[src/rtl/qkd_sifter_pkg.sv]
// Shared definitions for the QKD pair sifter: FSM states, sift outcomes,
// basis-LFSR feedback taps and the per-round sifting decision.
package qkd_sifter_pkg;

   typedef enum logic [2:0] {
      IDLE   = 3'd0,
      INIT   = 3'd1,
      SETTLE = 3'd2,
      READ   = 3'd3,
      EVAL   = 3'd4,
      DONE   = 3'd5,
      ERROR  = 3'd6
   } state_t;

   typedef enum logic [1:0] {
      KEEP    = 2'd0,
      DISCARD = 2'd1,
      TAMPER  = 2'd2
   } sift_result_t;

   // Bits 15,13,12,10 of a left-shifting register realise x^16+x^14+x^13+x^11+1.
   localparam logic [15:0] LFSR_TAPS = 16'hB400;

   function automatic sift_result_t sift_decide(input logic       i_va,
                                                input logic       i_vb,
                                                input logic [7:0] i_a,
                                                input logic [7:0] i_b);
      sift_result_t w_res;
      w_res = DISCARD;
      if (i_va && i_vb) begin
         if (i_a == i_b) w_res = KEEP;
         else            w_res = TAMPER;
      end
      return w_res;
   endfunction

endpackage

[src/rtl/qkd_basis_lfsr.sv]
// Free-running 16-bit Fibonacci LFSR supplying the basis guesses; only the
// low nibble leaves the block because that is all the sifter consumes.
module qkd_basis_lfsr
   import qkd_sifter_pkg::*;
#(
   parameter logic [15:0] SEED = 16'hACE1
) (
   input  logic       i_clk,
   input  logic       i_reset_n,
   output logic [3:0] o_bits
);

   logic [15:0] r_lfsr;
   logic        w_fb;

   assign w_fb   = ^(r_lfsr & LFSR_TAPS);
   assign o_bits = r_lfsr[3:0];

   always_ff @(posedge i_clk) begin
      if (!i_reset_n) r_lfsr <= SEED;
      else            r_lfsr <= {r_lfsr[14:0], w_fb};
   end

endmodule

[src/rtl/qkd_pair_sifter.sv]
// Session controller: runs init/settle/read/eval rounds against one entangled
// pair, sifts matching reads into the key and flags tamper or budget exhaustion.
module qkd_pair_sifter
   import qkd_sifter_pkg::*;
#(
   parameter int          KEY_BITS       = 32,
   parameter int          BITS_PER_ROUND = 1,
   parameter int          MAX_ROUNDS     = 1024,
   parameter logic [15:0] SEED           = 16'hACE1
) (
   input  logic                clk,
   input  logic                reset,
   input  logic                start,
   input  logic                abort,
   output logic                pair_init,
   output logic                pair_read_A,
   output logic                pair_read_B,
   output logic [1:0]          pair_basis_A,
   output logic [1:0]          pair_basis_B,
   input  logic [7:0]          pair_out_A,
   input  logic [7:0]          pair_out_B,
   input  logic                pair_valid_A,
   input  logic                pair_valid_B,
   input  logic                pair_fuse_fire,
   output logic [KEY_BITS-1:0] key,
   output logic                key_valid,
   output logic                busy,
   output logic                err_tamper,
   output logic                err_exhausted,
   output logic [15:0]         rounds_used,
   output logic [15:0]         discard_count,
   output logic [3:0]          dbg_status
);

   localparam int BW = $clog2(KEY_BITS + 1);

   state_t              r_state;
   state_t              w_state_next;
   logic [KEY_BITS-1:0] r_key;
   logic [BW-1:0]       r_bit_cnt;
   logic [15:0]         r_rounds;
   logic [15:0]         r_disc;
   logic                r_tamper;
   logic                r_exh;
   logic [1:0]          r_basis_a;
   logic [1:0]          r_basis_b;
   logic [7:0]          r_cap_a;
   logic [7:0]          r_cap_b;
   logic                r_cap_va;
   logic                r_cap_vb;
   logic                r_cap_fuse;

   logic [3:0]          w_lfsr_bits;
   sift_result_t        w_sift;
   logic [BW-1:0]       w_bit_cnt_keep;
   logic                w_key_full;
   logic                w_budget_out;
   logic                w_start_go;
   logic [KEY_BITS-1:0] w_key_shift;

   qkd_basis_lfsr #(.SEED(SEED)) u_lfsr (
      .i_clk     (clk),
      .i_reset_n (reset),
      .o_bits    (w_lfsr_bits)
   );

   assign w_sift         = sift_decide(r_cap_va, r_cap_vb, r_cap_a, r_cap_b);
   assign w_bit_cnt_keep = r_bit_cnt + BW'(BITS_PER_ROUND);
   assign w_key_full     = (w_sift == KEEP) && (w_bit_cnt_keep == BW'(KEY_BITS));
   assign w_budget_out   = (r_rounds == 16'(MAX_ROUNDS));
   assign w_key_shift    = (r_key << BITS_PER_ROUND) | KEY_BITS'(r_cap_a[BITS_PER_ROUND-1:0]);
   assign w_start_go     = start && !abort &&
                           (r_state == IDLE || r_state == DONE || r_state == ERROR);

   always_ff @(posedge clk) begin
      if (!reset) r_state <= IDLE;
      else        r_state <= w_state_next;
   end

   always_comb begin
      w_state_next = r_state;
      case (r_state)
         IDLE:    if (start) w_state_next = INIT;
         INIT:    w_state_next = SETTLE;
         SETTLE:  w_state_next = READ;
         READ:    w_state_next = EVAL;
         EVAL: begin
            if (w_sift == TAMPER) w_state_next = ERROR;
            else if (w_key_full)  w_state_next = DONE;
            else if (w_budget_out) w_state_next = ERROR;
            else                  w_state_next = INIT;
         end
         DONE:    if (start) w_state_next = INIT;
         ERROR:   if (start) w_state_next = INIT;
         default: w_state_next = IDLE;
      endcase
      if (abort) w_state_next = IDLE;
   end

   always_ff @(posedge clk) begin
      if (!reset) begin
         r_key      <= '0;
         r_bit_cnt  <= '0;
         r_rounds   <= '0;
         r_disc     <= '0;
         r_tamper   <= 1'b0;
         r_exh      <= 1'b0;
         r_basis_a  <= 2'b00;
         r_basis_b  <= 2'b00;
         r_cap_a    <= '0;
         r_cap_b    <= '0;
         r_cap_va   <= 1'b0;
         r_cap_vb   <= 1'b0;
         r_cap_fuse <= 1'b0;
      end else begin
         // Fresh bases are latched on every entry to INIT and held through READ.
         if (w_state_next == INIT && r_state != INIT) begin
            r_basis_a <= w_lfsr_bits[1:0];
            r_basis_b <= w_lfsr_bits[3:2];
         end
         if (abort) begin
            r_key    <= '0;
            r_tamper <= 1'b0;
            r_exh    <= 1'b0;
         end else if (w_start_go) begin
            r_key     <= '0;
            r_bit_cnt <= '0;
            r_rounds  <= '0;
            r_disc    <= '0;
            r_tamper  <= 1'b0;
            r_exh     <= 1'b0;
         end else begin
            case (r_state)
               INIT: r_rounds <= r_rounds + 16'd1;
               READ: begin
                  r_cap_a    <= pair_out_A;
                  r_cap_b    <= pair_out_B;
                  r_cap_va   <= pair_valid_A;
                  r_cap_vb   <= pair_valid_B;
                  r_cap_fuse <= pair_fuse_fire;
               end
               EVAL: begin
                  case (w_sift)
                     KEEP: begin
                        r_key     <= w_key_shift;
                        r_bit_cnt <= w_bit_cnt_keep;
                     end
                     TAMPER: begin
                        r_tamper <= 1'b1;
                        r_key    <= '0;
                     end
                     default: if (r_disc != 16'hFFFF) r_disc <= r_disc + 16'd1;
                  endcase
                  // An exhausted session leaves no partial key behind.
                  if (w_sift != TAMPER && !w_key_full && w_budget_out) begin
                     r_exh <= 1'b1;
                     r_key <= '0;
                  end
               end
               default: ;
            endcase
         end
      end
   end

   assign pair_init     = (r_state == INIT);
   assign pair_read_A   = (r_state == READ);
   assign pair_read_B   = (r_state == READ);
   assign pair_basis_A  = r_basis_a;
   assign pair_basis_B  = r_basis_b;
   assign key           = r_key;
   assign key_valid     = (r_state == DONE);
   assign busy          = (r_state == INIT) || (r_state == SETTLE) ||
                          (r_state == READ) || (r_state == EVAL);
   assign err_tamper    = r_tamper;
   assign err_exhausted = r_exh;
   assign rounds_used   = r_rounds;
   assign discard_count = r_disc;
   assign dbg_status    = {r_cap_fuse, r_state};

endmodule

[config.mk]
export PLATFORM = sky130hd
export DESIGN_NAME = qkd_pair_sifter
export DESIGN_NICKNAME = d
export VERILOG_FILES = /design/src/rtl/qkd_sifter_pkg.sv /design/src/rtl/qkd_basis_lfsr.sv /design/src/rtl/qkd_pair_sifter.sv
export SDC_FILE = /design/constraint.sdc
export NUM_CORES = 1
export LEC_CHECK = 0
export ABC_AREA = 1
export CAP_MARGIN = 20
export CORE_MARGIN = 1.5
export CORE_UTILIZATION = 40
export CTS_CLUSTER_DIAMETER = 60
export DETAILED_ROUTE_END_ITERATION = 8
export DONT_BUFFER_PORTS = 1
export PLACE_DENSITY_LB_ADDON = 0.15
export SYNTH_ARGS = -nofsm -noshare
export SYNTH_HDL_FRONTEND = slang
export SYNTH_SLANG_ARGS = --single-unit
[constraint.sdc]
create_clock -name clk -period 1.9 [get_ports clk]
set_input_delay 0.285 -clock clk [delete_from_list [all_inputs] [get_ports clk]]
set_output_delay 0.285 -clock clk [all_outputs]
set_load 0.01 [all_outputs]
## After elaboration in Yosys (flattened, before gate mapping)

Index checks and enable logic that the tools add are counted.

| cells by class | value |
|---|---|
| bitwise gates (word level) | 4 |
| $add $sub $neg | 3 |
| eq/ne operators | 15 |
| reductions and logical operators | 32 |
| muxes and demuxes | 19 |

Operators by type and width:

| operator | number |
|---|---|
| two-way mux 16 bit | 6 |
| one-hot mux 32 bit (2 select lines) | 1 |
| adder 16 x 1 -> 16 bit, second input constant | 2 |
| two-way mux 32 bit | 1 |
| bitwise OR 32 x 1 -> 32 bit | 1 |
| two-way mux 6 bit | 3 |
| equality test 16 x 11 -> 1 bit, second input constant | 1 |
| != test 16 bit, second input constant | 1 |
| parity 16 bit | 1 |
| two-way mux 3 bit | 5 |
| one-hot mux 3 bit (5 select lines) | 1 |
| equality test 3 bit, second input constant | 3 |
| equality test 8 bit | 1 |
| AND reduction 2 bit | 4 |
| nonzero test 2 bit | 4 |
| logical AND 1 bit | 7 |
| adder 6 x 1 -> 6 bit, second input constant | 1 |
| equality test 3 x 1 -> 1 bit, second input constant | 2 |
| equality test 3 x 2 -> 1 bit, second input constant | 2 |
| equality test 6 bit, second input constant | 1 |
| AND reduction 3 bit | 2 |
| OR reduction 3 bit | 2 |
| logical OR 1 bit | 5 |
| two-way mux 2 bit | 2 |
| other kinds (11) | 14 |

| storage, ports and cells | value |
|---|---|
| output and inout bits | 79 |
| register bits after elaboration | 114 |
| word-level logic and storage cells | 88 |
| input bits | 23 |

## Longest topological paths before layout

Gate-level depths: netlist (run 1).

| depth | value |
|---|---|
| depth after elaboration | 11 |
| gate-level depth with buffers | 15 |
| depth with buffers taken out | 15 |

## Hierarchy

A second synthesis (run 1) with hierarchy kept.

| unflattened totals | value |
|---|---|
| cell total of the unflattened synthesis | 698 |
| area, all modules | 5170.0 um^2 |

Modules (own cells, without submodules):

| module | times used | area each (um^2) | seq. area each (um^2) | cells an instance |
|---|---|---|---|---|
| qkd_pair_sifter | 1 | 4610.7 | 1961.9 | 629 |
| qkd_basis_lfsr | 1 | 559.3 | 320.3 | 69 |

## Worst setup path after synthesis (run 1)

No wires, ideal clock.

| path | value |
|---|---|
| kind | register to register |
| from | reg r_state[0] |
| to | reg r_disc[11], in the netlist discard_count[11] |
| path slack | 164 ps |
| library setup time | 115 ps |
| buffers on the path | 2 |
| clock period less this slack | 1736 ps |
| data required time | 1785 ps |
| stages on the path, launching flop included | 14 |
| arrival | 1621 ps |
| path through | dfxtp_1 > nand2_1 > nand2_1 > o21ai_2 > nor2_2 > nand2_2 > buf_6 > nand2_2 > buf_6 > nand2_4 > nor2_4 > nand2_1 > o21ai_1 > nor2_1 |

| between the ends | value |
|---|---|
| word-level cells in the longest chain between the ends | 6 |
| elaborated cells between the ends (all ways) | 12 |
| those cells by class | eq/ne: 4; mux: 1; reduce/logical: 7 |

RTL lines:

| item | line | source |
|---|---|---|
| from (decl) | qkd_pair_sifter.sv:37 | `state_t r_state;` |
| from (signal assigned) | qkd_pair_sifter.sv:77 | `else r_state <= w_state_next;` |
| equality test 3 bit / logical NOT 3 bit (equally long branches) | qkd_pair_sifter.sv:73 | `(r_state == IDLE \|\| r_state == DONE \|\| r_state == ERROR);` |
| logical OR 1 bit (2 in series) | qkd_pair_sifter.sv:73 |  |
| logical AND 1 bit | qkd_pair_sifter.sv:72 | `assign w_start_go = start && !abort &&` |
| != test 2 x 1 -> 1 bit (no line) / nonzero test 2 bit (equally long branches) | n/a |  |
| AND reduction 4 bit (no line) | n/a |  |
| to (signal assigned) | qkd_pair_sifter.sv:152 | `default: if (r_disc != 16'hFFFF) r_disc <= r_disc + 16'd1;` |
| to (decl) | qkd_pair_sifter.sv:42 | `logic [15:0] r_disc;` |

Several ways; a longest one is shown, not always the timed one.
A chain may end at the register's enable or synchronous reset.

## Worst setup path in the final report (run 1)

| path | value |
|---|---|
| from | reg r_bit_cnt[1] |
| to | reg r_key[15], in the netlist key[15] |

| between the ends | value |
|---|---|
| word-level cells in the longest chain between the ends | 8 |
| elaborated cells between the ends (all ways) | 9 |
| those cells by class | add/sub: 1; eq/ne: 1; mux: 1; reduce/logical: 6 |

RTL lines:

| item | line | source |
|---|---|---|
| from (decl) | qkd_pair_sifter.sv:40 | `logic [BW-1:0] r_bit_cnt;` |
| from (signal assigned) | qkd_pair_sifter.sv:146 | `r_bit_cnt <= w_bit_cnt_keep;` |
| adder 6 x 1 -> 6 bit * | qkd_pair_sifter.sv:68 | `assign w_bit_cnt_keep = r_bit_cnt + BW'(BITS_PER_ROUND);` |
| equality test 6 bit * | qkd_pair_sifter.sv:69 | `assign w_key_full = (w_sift == KEEP) && (w_bit_cnt_keep == BW'(KEY_BITS));` |
| logical AND 1 bit * | qkd_pair_sifter.sv:69 |  |
| logical NOT 1 bit * | qkd_pair_sifter.sv:155 | `if (w_sift != TAMPER && !w_key_full && w_budget_out) begin` |
| logical AND 1 bit * (2 in series) | qkd_pair_sifter.sv:155 |  |
| nonzero test 3 bit (no line) | n/a |  |
| AND reduction 2 bit (no line) | n/a |  |
| to (signal assigned) | qkd_pair_sifter.sv:145 | `r_key <= w_key_shift;` |
| to (decl) | qkd_pair_sifter.sv:39 | `logic [KEY_BITS-1:0] r_key;` |

Mark *: on every way between the ends. The rest lies on a longest branch, timed or not.

==> flow_summary.ini, run 1 <==
[logic_synthesis]
synth_area_leaders = dfxtp_1 46%, nand2_1 9.4%, a21oi_1 7.2%, nand3_1 5.3%, inv_1 5.2%
synth_nets = 685
syn_area_mm2 = 0.00495
synthCells = 657
ys_types = 42
synth_flop_cell = dfxtp_1
ys_ff_latch = 114
async_flop_share_pct = 0
avgSynthCellArea_um2 = 7.54
synth_edf_count = 0
yosysTopAreaCellShare_pct = 46.1
ys_seq_area_share_pct = 46.1
synth_top_cell_by_area = dfxtp_1
ys_top_cells_by_count = 124 x nand2_1, 114 x dfxtp_1, 71 x a21oi_1
synth_most_common_cell = nand2_1
yosysWarnings = 0

[setup_path]
start_kind = flip-flop
cp.arrival_ns = 2.26
r2r_slack_ns = -0.02
r2r_cells = 15
rr_startpoint = r_bit_cnt[1]$_SDFFE_PN0P_
critPathMaxFanout = 8
cp-end-kind = flip-flop
worstSetupPathType = reg -> reg
worstPathRequired_ns = 2.24
regToRegEndpoint = key[15]$_SDFFE_PP0P_

[routing]
viasPerCell = 4.96
wirelength_met1_um = 5430
drt-total-wl_um = 12600
drc = 0
drt-initial-drc-count = 312
drt_first_pass_iters = 4
via_count = 4492
dr_wl_met3_um = 871
wl_met2_um = 6000
wl_per_cell_um = 13.9
highest_layer = met4
drtAntennaViolNets = 0

[grt]
grtUsageTotal_pct = 19.5
grt_max_degree = 35
grt_pass1_vias = 4113
grt_antenna_before_repair = 0
grt_pass1_wl_um = 19700
grt-ovfl-total = 0

[place]
io_buffers = 0
post-place-ws_ns = -0.108
place_area_mm2 = 0.00544
hpwl_um = 8600
place_congestion = 0.849

[hold_path]
holdCritPathClass = in -> reg
min_to = r_cap_vb$_SDFFE_PN0P_
min_from = reset
holdPathStages = 2

[die]
core_area_mm2 = 0.0121
io_pins = 102
fp-row-count = 40
initial_utilization_pct = 41.1
die_area_mm2 = 0.0131
die_w_um = 114
die_y_um = 114

[clocking]
cts.sinks = 114
cts_buffers = 17
insertion_delay_ns = 0.41
h-tree-depth = 4
clk_pin_slew_worst_paths_ns = 0.05
cts_tree = yes
cts_root_buf = clkbuf_16
clk_path_buf_depth = 2

[finish]
seqCellArea_mm2 = 0.00230
final_area_mm2 = 0.00658
layout-drive-gt1-share_pct = 28.6
syn_to_final_growth_pct = 32.8
num-nets-final = 755
antennaDiodeCount = 0
fillers = 1128
multi_input_area_mm2 = 0.00259

[sta]
fmax_ghz = 0.522
worst_pin_slew_ns = 0.613
finalMaxSlewViolations = 0
skew_ns = 0.00734
tns_ns = -0.0392
hold_viol = 0
setup_viol = 3
period_needed_ns = 1.92
grt_setup_unrepaired = yes
fin_crit_sh_pct = 101
slew_headroom_pct = 59.0
layout_setup_ws_ns = -0.0175

[pwr]
p_leak_nw = 2.70
ir_drop_v = 0.000619
p_per_area_mw_per_mm2 = 863

[status]
outcome = finished with violations
violations = negative setup slack

[job]
maxCapViolations = 0
[repair_timing]
action | CTS | global route
endpoints found under the hold margin | 19 | 0
hold buffers | 2 | 0
setup endpoints to repair | 55 | 78
gates cloned | 1 | 1
resized for setup | 18 | 96
pin swaps | 0 | 31
setup buffers | 2 | 17
[kinds of logic (layout without fill, tap and decap cells)]
group / count (synthesis) / count (layout) / synth area share [%]
AOI/OAI and AO/OA: 127 / 127 / 14.0
xor gates and xnor gates: 9 / 9 / 1.59
adders and majority gates: 5 / 5 / 1.26
buffers and inverters: 101 / 181 / 9.12
DFF: 114 / 114 / 46.1
and+or+nand+nor: 301 / 301 / 27.9
[worst max-delay path by stage]
stage / from / end / slack, ns / depth (start not counted)
6_report: r_bit_cnt[1]$_SDFFE_PN0P_ / key[15]$_SDFFE_PP0P_ / -0.02 / 15
4_1_cts: r_bit_cnt[0]$_SDFFE_PN0P_ / key[4]$_SDFFE_PP0P_ / -0.01 / 14
5_1_grt: r_state[2]$_SDFF_PN0_ / rounds_used[13]$_SDFFE_PN0P_ / -0.12 / 14
2_1_floorplan: r_state[0]$_SDFF_PN0_ / discard_count[11]$_SDFFE_PN0P_ / 0.16 / 13
3_3_place_gp: rounds_used[0]$_SDFFE_PN0P_ / pair_basis_A[0]$_SDFFE_PN0P_ / -0.02 / 12
3_5_place_dp: r_state[1]$_SDFF_PN0_ / r_cap_b[3]$_SDFFE_PN0P_ / -0.11 / 10
[per-stage QoR]
| stage | total power [mW] | instances | util [%] | hold slack (ns) |
|---|---|---|---|---|
| floorplan | 2.70 | 657 | - | 0.390 |
| global placement | 2.75 | 855 | 45.1 | 0.374 |
| detailed placement | 2.76 | 855 | 45.1 | 0.371 |
| CTS | 5.69 | 889 | 50.8 | 0.00116 |
| global route | 5.91 | 905 | 54.5 | 0.0151 |
| finish | 5.68 | 905 | 54.5 | 0.0165 |
[cells in the final DEF, fill, tap and decap left out, types with 4 or more instances in the layout]
cell type / count
a21oi_1: 56
a21oi_2: 14
a31oi_1: 6
buf_4: 64
buf_6: 9
clkbuf_16: 17
clkinv_2: 4
dfxtp_1: 107
dfxtp_4: 4
inv_1: 66
inv_2: 4
nand2_1: 102
nand2_2: 16
nand2_4: 16
nand3_1: 47
nand3_2: 5
nand4_1: 5
nor2_1: 60
nor2_2: 7
nor2_4: 9
nor3_1: 11
nor4_1: 4
o21ai_0: 33
or2_2: 7
xnor2_1: 4
xor2_1: 5
[area by class of cell]
| type | instances | share of cell area (%) |
|---|---|---|
| timing repair inverter | 1 | 0.0761 |
| tap | 168 | 3.20 |
| clock buffer | 23 | 7.27 |
| sequential | 114 | 35.0 |
| multi-input combinational | 442 | 39.3 |
| timing repair buffer | 77 | 9.87 |
| clock inverter | 6 | 0.875 |
| inverter | 74 | 4.41 |
[critical path, cell delays in order, from the launching register on]
cell	delay [ns]
dfxtp_4	0.36
buf_6	0.12
nand3_4	0.09
nand2_2	0.07
nand2_2	0.05
nor2_1	0.10
nand2_1	0.09
nor2_4	0.12
nand2_2	0.09
nand2_2	0.10
nand2_4	0.06
nor2_4	0.15
buf_6	0.13
buf_16	0.13
nand2_1	0.05
a21oi_1	0.11
[where the power goes]
group / internal, mW / switching (mW) / leakage [nW]
clock network: 1.86 / 1.03 / 0.265
registers: 2.44 / 0.0353 / 0.929
logic: 0.127 / 0.184 / 1.50
total: 4.43 / 1.25 / 2.70
[state kept, by name, indices dropped and copies added, names as in the netlist]
register	cells
u_lfsr.r_lfsr	16
r_cap_vb	1
err_tamper	1
r_cap_va	1
r_state	3
key	32
discard_count	16
err_exhausted	1
pair_basis_B	2
r_bit_cnt	6
pair_basis_A	2
r_cap_a	8
rounds_used	16
r_cap_fuse	1
r_cap_b	8
[layer usage]
layer  up-vias  global-route usage (%)
met3        21                    7.89
li1       2286                       -
met2       111                    30.9
met5         -                       0
met1      2074                    23.1
met4         0                    9.08
Power figures use the tool's default switching activity.
==> run 2: changes to the inputs <==
CTS_CLUSTER_SIZE = 16   (was default)
REMOVE_ABC_BUFFERS = 1   (was default)
==> flow_summary.ini, run 2 (synthesis results as in run 1) <==
[grt]
grt_pass1_vias = 4002
grt_antenna_before_repair = 0
grt-ovfl-total = 0
grt_pass1_wl_um = 18800
grtUsageTotal_pct = 18.5
grt_max_degree = 35

[setup_path]
worstPathRequired_ns = 2.25
path_delay_family = simple AND/OR/NAND/NOR gates
crit_buf_inv = 3
regToRegEndpoint = key[0]$_SDFFE_PP0P_
rr_startpoint = r_bit_cnt[1]$_SDFFE_PN0P_
cp_common_cell = nand2_2
cp-end-kind = flip-flop
worstSetupPathType = reg -> reg
start_kind = flip-flop
slowest_delay_ns = 0.36
slowest_stage = dfxtp_2
cp.arrival_ns = 2.25
r2r_slack_ns = -0.004
critPathMaxFanout = 6
cp_cell_sequence = ha_4, inv_2, nand2_2, nand3_2, nor2_1, nand2_1, nor2_2, nand2_2, nand2_2, nand2_4, nor2_4, buf_12, clkbuf_16, nand2_1, a21oi_2
r2r_cells = 15

[finish]
fillers = 1107
multi_input_area_mm2 = 0.00245
largest_reg_flops = 32
num-nets-final = 754
syn_to_final_growth_pct = 31.8
antennaDiodeCount = 0
final_common_cell = nand2_1
final_util_pct = 54.1
final_area_mm2 = 0.00653
seqCellArea_mm2 = 0.00230
layout-drive-gt1-share_pct = 26.9
final_cell_mix = 111 x nand2_1, 107 x dfxtp_1, 66 x inv_1

[place]
hpwl_um = 8230
place_area_mm2 = 0.00548
place_congestion = 0.807
post-place-ws_ns = -0.0563
io_buffers = 0

[die]
die_w_um = 114
die_area_mm2 = 0.0131
die_y_um = 114
core_area_mm2 = 0.0121
initial_utilization_pct = 41.1
fp-row-count = 40
io_pins = 102

[routing]
drc = 0
wl_per_cell_um = 13.6
drt-initial-drc-count = 270
drtAntennaViolNets = 0
drt-total-wl_um = 12300
drt_first_pass_iters = 5
via_count = 4460
viasPerCell = 4.92

[clocking]
cts.sinks = 114
clk_pin_slew_worst_paths_ns = 0.05
cts_buffers = 17
cts_tree = yes
insertion_delay_ns = 0.42
clk_path_buf_depth = 2
cts_root_buf = clkbuf_16
h-tree-depth = 4

[pwr]
ir_drop_v = 0.000503
p_leak_nw = 2.56
p_per_area_mw_per_mm2 = 902
total_power_mw = 5.89

[hold_path]
holdPathStages = 2
min_to = r_cap_a[6]$_SDFFE_PN0P_
min_from = reset
holdCritPathClass = in -> reg

[sta]
worst_pin_slew_ns = 0.725
fmax_ghz = 0.525
grt_setup_unrepaired = yes
setup_viol = 4
tns_ns = -0.00896
period_needed_ns = 1.90
hold_viol = 0
skew_ns = 0.00761
finalMaxSlewViolations = 0
slew_headroom_pct = 51.5
fin_crit_sh_pct = 100
layout_setup_ws_ns = -0.00355

[status]
outcome = finished with violations
violations = negative setup slack

[job]
maxCapViolations = 0
run 2: cell types whose count changed in the layout (fill, tap and decap cells not counted), moves of 4 or more:
cell,previous run,this run
a21oi_1,56,60
buf_12,1,5
buf_6,9,4
clkinvlp_4,3,7
nand2_1,102,111
nand2_4,16,9
run 2: area by class of cell:
type	instances	share of cell area (%)
clock buffer	20	7.00
clock inverter	12	2.03
inverter	74	4.39
multi-input combinational	442	37.5
sequential	114	35.2
tap	168	3.22
timing repair buffer	76	10.6
timing repair inverter	1	0.0767
run 2: worst max path at each step:
stage                                   end  slack [ns]                   startpoint  cells after the start
2_1_floorplan  pair_basis_A[0]$_SDFFE_PN0P_       -0.18  rounds_used[0]$_SDFFE_PN0P_                     11
3_3_place_gp   pair_basis_B[0]$_SDFFE_PN0P_       -0.04      r_cap_a[7]$_SDFFE_PN0P_                     14
3_5_place_dp   pair_basis_B[0]$_SDFFE_PN0P_       -0.06      r_cap_a[7]$_SDFFE_PN0P_                     14
4_1_cts        pair_basis_B[0]$_SDFFE_PN0P_       0.007  rounds_used[0]$_SDFFE_PN0P_                     13
5_1_grt                key[10]$_SDFFE_PP0P_       -0.15    r_bit_cnt[1]$_SDFFE_PN0P_                     15
6_report                key[0]$_SDFFE_PP0P_      -0.004    r_bit_cnt[1]$_SDFFE_PN0P_                     15
run 2: repair_timing:
action | CTS | global route
cloned | 0 | 4
endpoints found under the setup margin | 9 | 72
pin swaps | 0 | 21
setup buffers | 0 | 10
hold endpoints to repair | 22 | 1
hold buffers | 3 | 1
gates resized for setup | 9 | 66
run 2: where the power goes:
group	switching [mW]	leakage, nW	internal (mW)
Combinational	0.171	1.36	0.120
Sequential	0.0351	0.928	2.44
Clock	1.14	0.271	1.99
Total	1.34	2.56	4.55
run 2: per-stage QoR:
stage | instances | hold slack [ns]
3_3_place_gp | 857 | 0.379
3_5_place_dp | 857 | 0.377
6_report | 907 | 0.0101
2_1_floorplan | 630 | 0.361
5_1_grt | 907 | 0.00233
4_1_cts | 892 | 0.000334
run 2: routing by layer:
layer,up-vias,routed length (um),GRT usage [%]
met5,-,0,0
met4,0,252,10.0
met3,17,809,6.78
met2,102,5940,29.7
met1,2052,5340,21.5
li1,2289,-,-
==> run 3: changes to the inputs <==
SYNTH_HIERARCHICAL = 1   (was default)
==> flow_summary.ini, run 3 <==
[status]
outcome = finished with violations
violations = negative setup slack

[clocking]
h-tree-depth = 4
clk_path_buf_depth = 2
cts_buffers = 17
cts.sinks = 114
cts_root_buf = clkbuf_16
cts_tree = yes
insertion_delay_ns = 0.41
clk_pin_slew_worst_paths_ns = 0.05

[setup_path]
critPathMaxFanout = 8
path_delay_family = simple AND/OR/NAND/NOR gates
cp.arrival_ns = 2.26
cp_common_cell = nand2_2
cp_cell_sequence = buf_6, nand3_4, nand2_2, nand2_2, nor2_2, nand2_1, nor2_2, nand2_2, nand2_2, nand2_4, nor2_4, buf_12, clkbuf_16, nand2_1, a21oi_1
slowest_delay_ns = 0.36
start_kind = flip-flop
worstPathRequired_ns = 2.23
slowest_stage = dfxtp_2
worstSetupPathType = reg -> reg
cp-end-kind = flip-flop
crit_buf_inv = 3

[logic_synthesis]
synth_most_common_cell = nand2_1
avgSynthCellArea_um2 = 7.41
yosysWarnings = 6
ys_seq_area_share_pct = 44.1
synth_flop_cell = dfxtp_1
ys_top_cells_by_count = 134 x nand2_1, 114 x dfxtp_1, 81 x inv_1
synth_compound_area_share_pct = 13.9
synthMuxAreaShare_pct = 0
synthAdderAreaFrac_pct = 1.21
synth_top_family_by_area = simple AND/OR/NAND/NOR gates
synth-simple-area-share_pct = 28.9
ys_ff_latch = 114
synthCells = 698
synth_edf_count = 0
synth_area_leaders = dfxtp_1 44%, nand2_1 9.7%, inv_1 5.9%, a21oi_1 5.8%, nand3_1 5.5%
synth_top_cell_by_area = dfxtp_1
yosysTopAreaCellShare_pct = 44.1
syn_area_mm2 = 0.00517
async_flop_share_pct = 0
synthXorXnorAreaFrac_pct = 1.36
ys_types = 39

[place]
io_buffers = 0
place_inst = 899
hpwl_um = 8740
place_congestion = 0.838
place_area_mm2 = 0.00568
post-place-ws_ns = -0.00995

[routing]
drtAntennaViolNets = 0
via_count = 4620
drc = 0
drt-initial-drc-count = 274
drt_first_pass_iters = 5
drt-total-wl_um = 12700
wl_per_cell_um = 13.4
viasPerCell = 4.89

[finish]
largest_reg_flops = 32
final_area_mm2 = 0.00664
final_util_pct = 52.6
fillers = 1251
syn_to_final_growth_pct = 28.5
layout-drive-gt1-share_pct = 26.3
final_common_cell = nand2_1
instances_no_fill = 944
antennaDiodeCount = 0
num-nets-final = 787
final_cell_mix = 122 x nand2_1, 107 x dfxtp_1, 79 x inv_1

[grt]
grt_pass1_wl_um = 19100
grtUsageTotal_pct = 18.1
grt_max_degree = 35
grt_antenna_before_repair = 0
grt_pass1_vias = 4041
grt-ovfl-total = 0

[pwr]
total_power_mw = 5.89
p_leak_nw = 2.63
p_per_area_mw_per_mm2 = 886
ir_drop_v = 0.000545

[die]
die_y_um = 117
die_w_um = 117
die_area_mm2 = 0.0136
initial_utilization_pct = 41.0
core_area_mm2 = 0.0126
io_pins = 102
fp-row-count = 41

[sta]
slew_headroom_pct = 48.6
fmax_ghz = 0.520
layout_setup_ws_ns = -0.0233
setup_viol = 16
worst_pin_slew_ns = 0.768
hold_viol = 0
finalMaxSlewViolations = 0
grt_setup_unrepaired = yes
period_needed_ns = 1.92
skew_ns = 0.00934
fin_crit_sh_pct = 101

[job]
maxCapViolations = 0

[hold_path]
holdCritPathClass = in -> reg
run 3: cell types whose count changed after synthesis, sizes merged, moves of 4 or more:
cell   delta
inv      +16
nand2    +24
nand3     +6
nor2     +10
nor3      -6
nor4      -4
or2       -7
run 3: cell families after synthesis:
group           count (synthesis)
simple gates                  325
compound gates                127
buf+inv                       119
flops                         114
xor+xnor                        8
fa+ha+maj                       5
run 3: where the power goes:
group | internal, mW | switching, mW | total [mW]
registers | 2.44 | 0.0360 | 2.47
clock network | 2.00 | 1.12 | 3.12
logic | 0.118 | 0.179 | 0.297
run 3: layer usage:
metal / vias to the layer above / track usage [%] / wire length [um]
met1: 2126 / 21.8 / 5630
li1: 2368 / - / -
met4: 0 / 6.75 / 122
met3: 12 / 8.04 / 913
met5: - / 0 / 0
met2: 114 / 28.5 / 6000
run 3: cell type report:
| class | count | area (um2) | area share [%] |
|---|---|---|---|
| multi-input combinational | 465 | 2530 | 38.0 |
| sequential | 114 | 2290 | 34.5 |
| timing repair buffer | 71 | 677 | 10.2 |
| tap | 172 | 215 | 3.24 |
| clock buffer | 20 | 457 | 6.88 |
| clock inverter | 12 | 133 | 2.00 |
| inverter | 90 | 342 | 5.14 |
run 3: path summary, 6_finish.rpt:
kind	slack (ns)	start	endpoint	cells after the start
setup / recovery	-0.02	r_bit_cnt[0]$_SDFFE_PN0P_	key[24]$_SDFFE_PP0P_	15
setup reg to reg	-0.02	r_bit_cnt[0]$_SDFFE_PN0P_	key[24]$_SDFFE_PP0P_	15
hold reg to reg	0.40	u_lfsr/r_lfsr[9]$_SDFF_PN0_	u_lfsr/r_lfsr[10]$_SDFF_PN1_	2
hold / removal	0.01	reset	rounds_used[0]$_SDFFE_PN0P_	2
run 3: through the flow:
| step | TNS, ns | hold slack [ns] |
|---|---|---|
| CTS | 0 | 0.000304 |
| global route | -5.46 | 0.00483 |
| global placement | 0 | 0.360 |
| floorplan | -14.64 | 0.354 |
| finish | -0.175 | 0.0108 |
| detailed placement | -0.0105 | 0.363 |
run 3: timing repair:
| item | CTS | global route |
|---|---|---|
| gates resized for setup | 1 | 60 |
| hold buffers | 3 | 1 |
| pin swaps | 0 | 20 |
| gates cloned | 0 | 3 |
| buffers inserted | 0 | 6 |
| endpoints found under the hold margin | 22 | 1 |
| endpoints found under the setup margin | 4 | 89 |
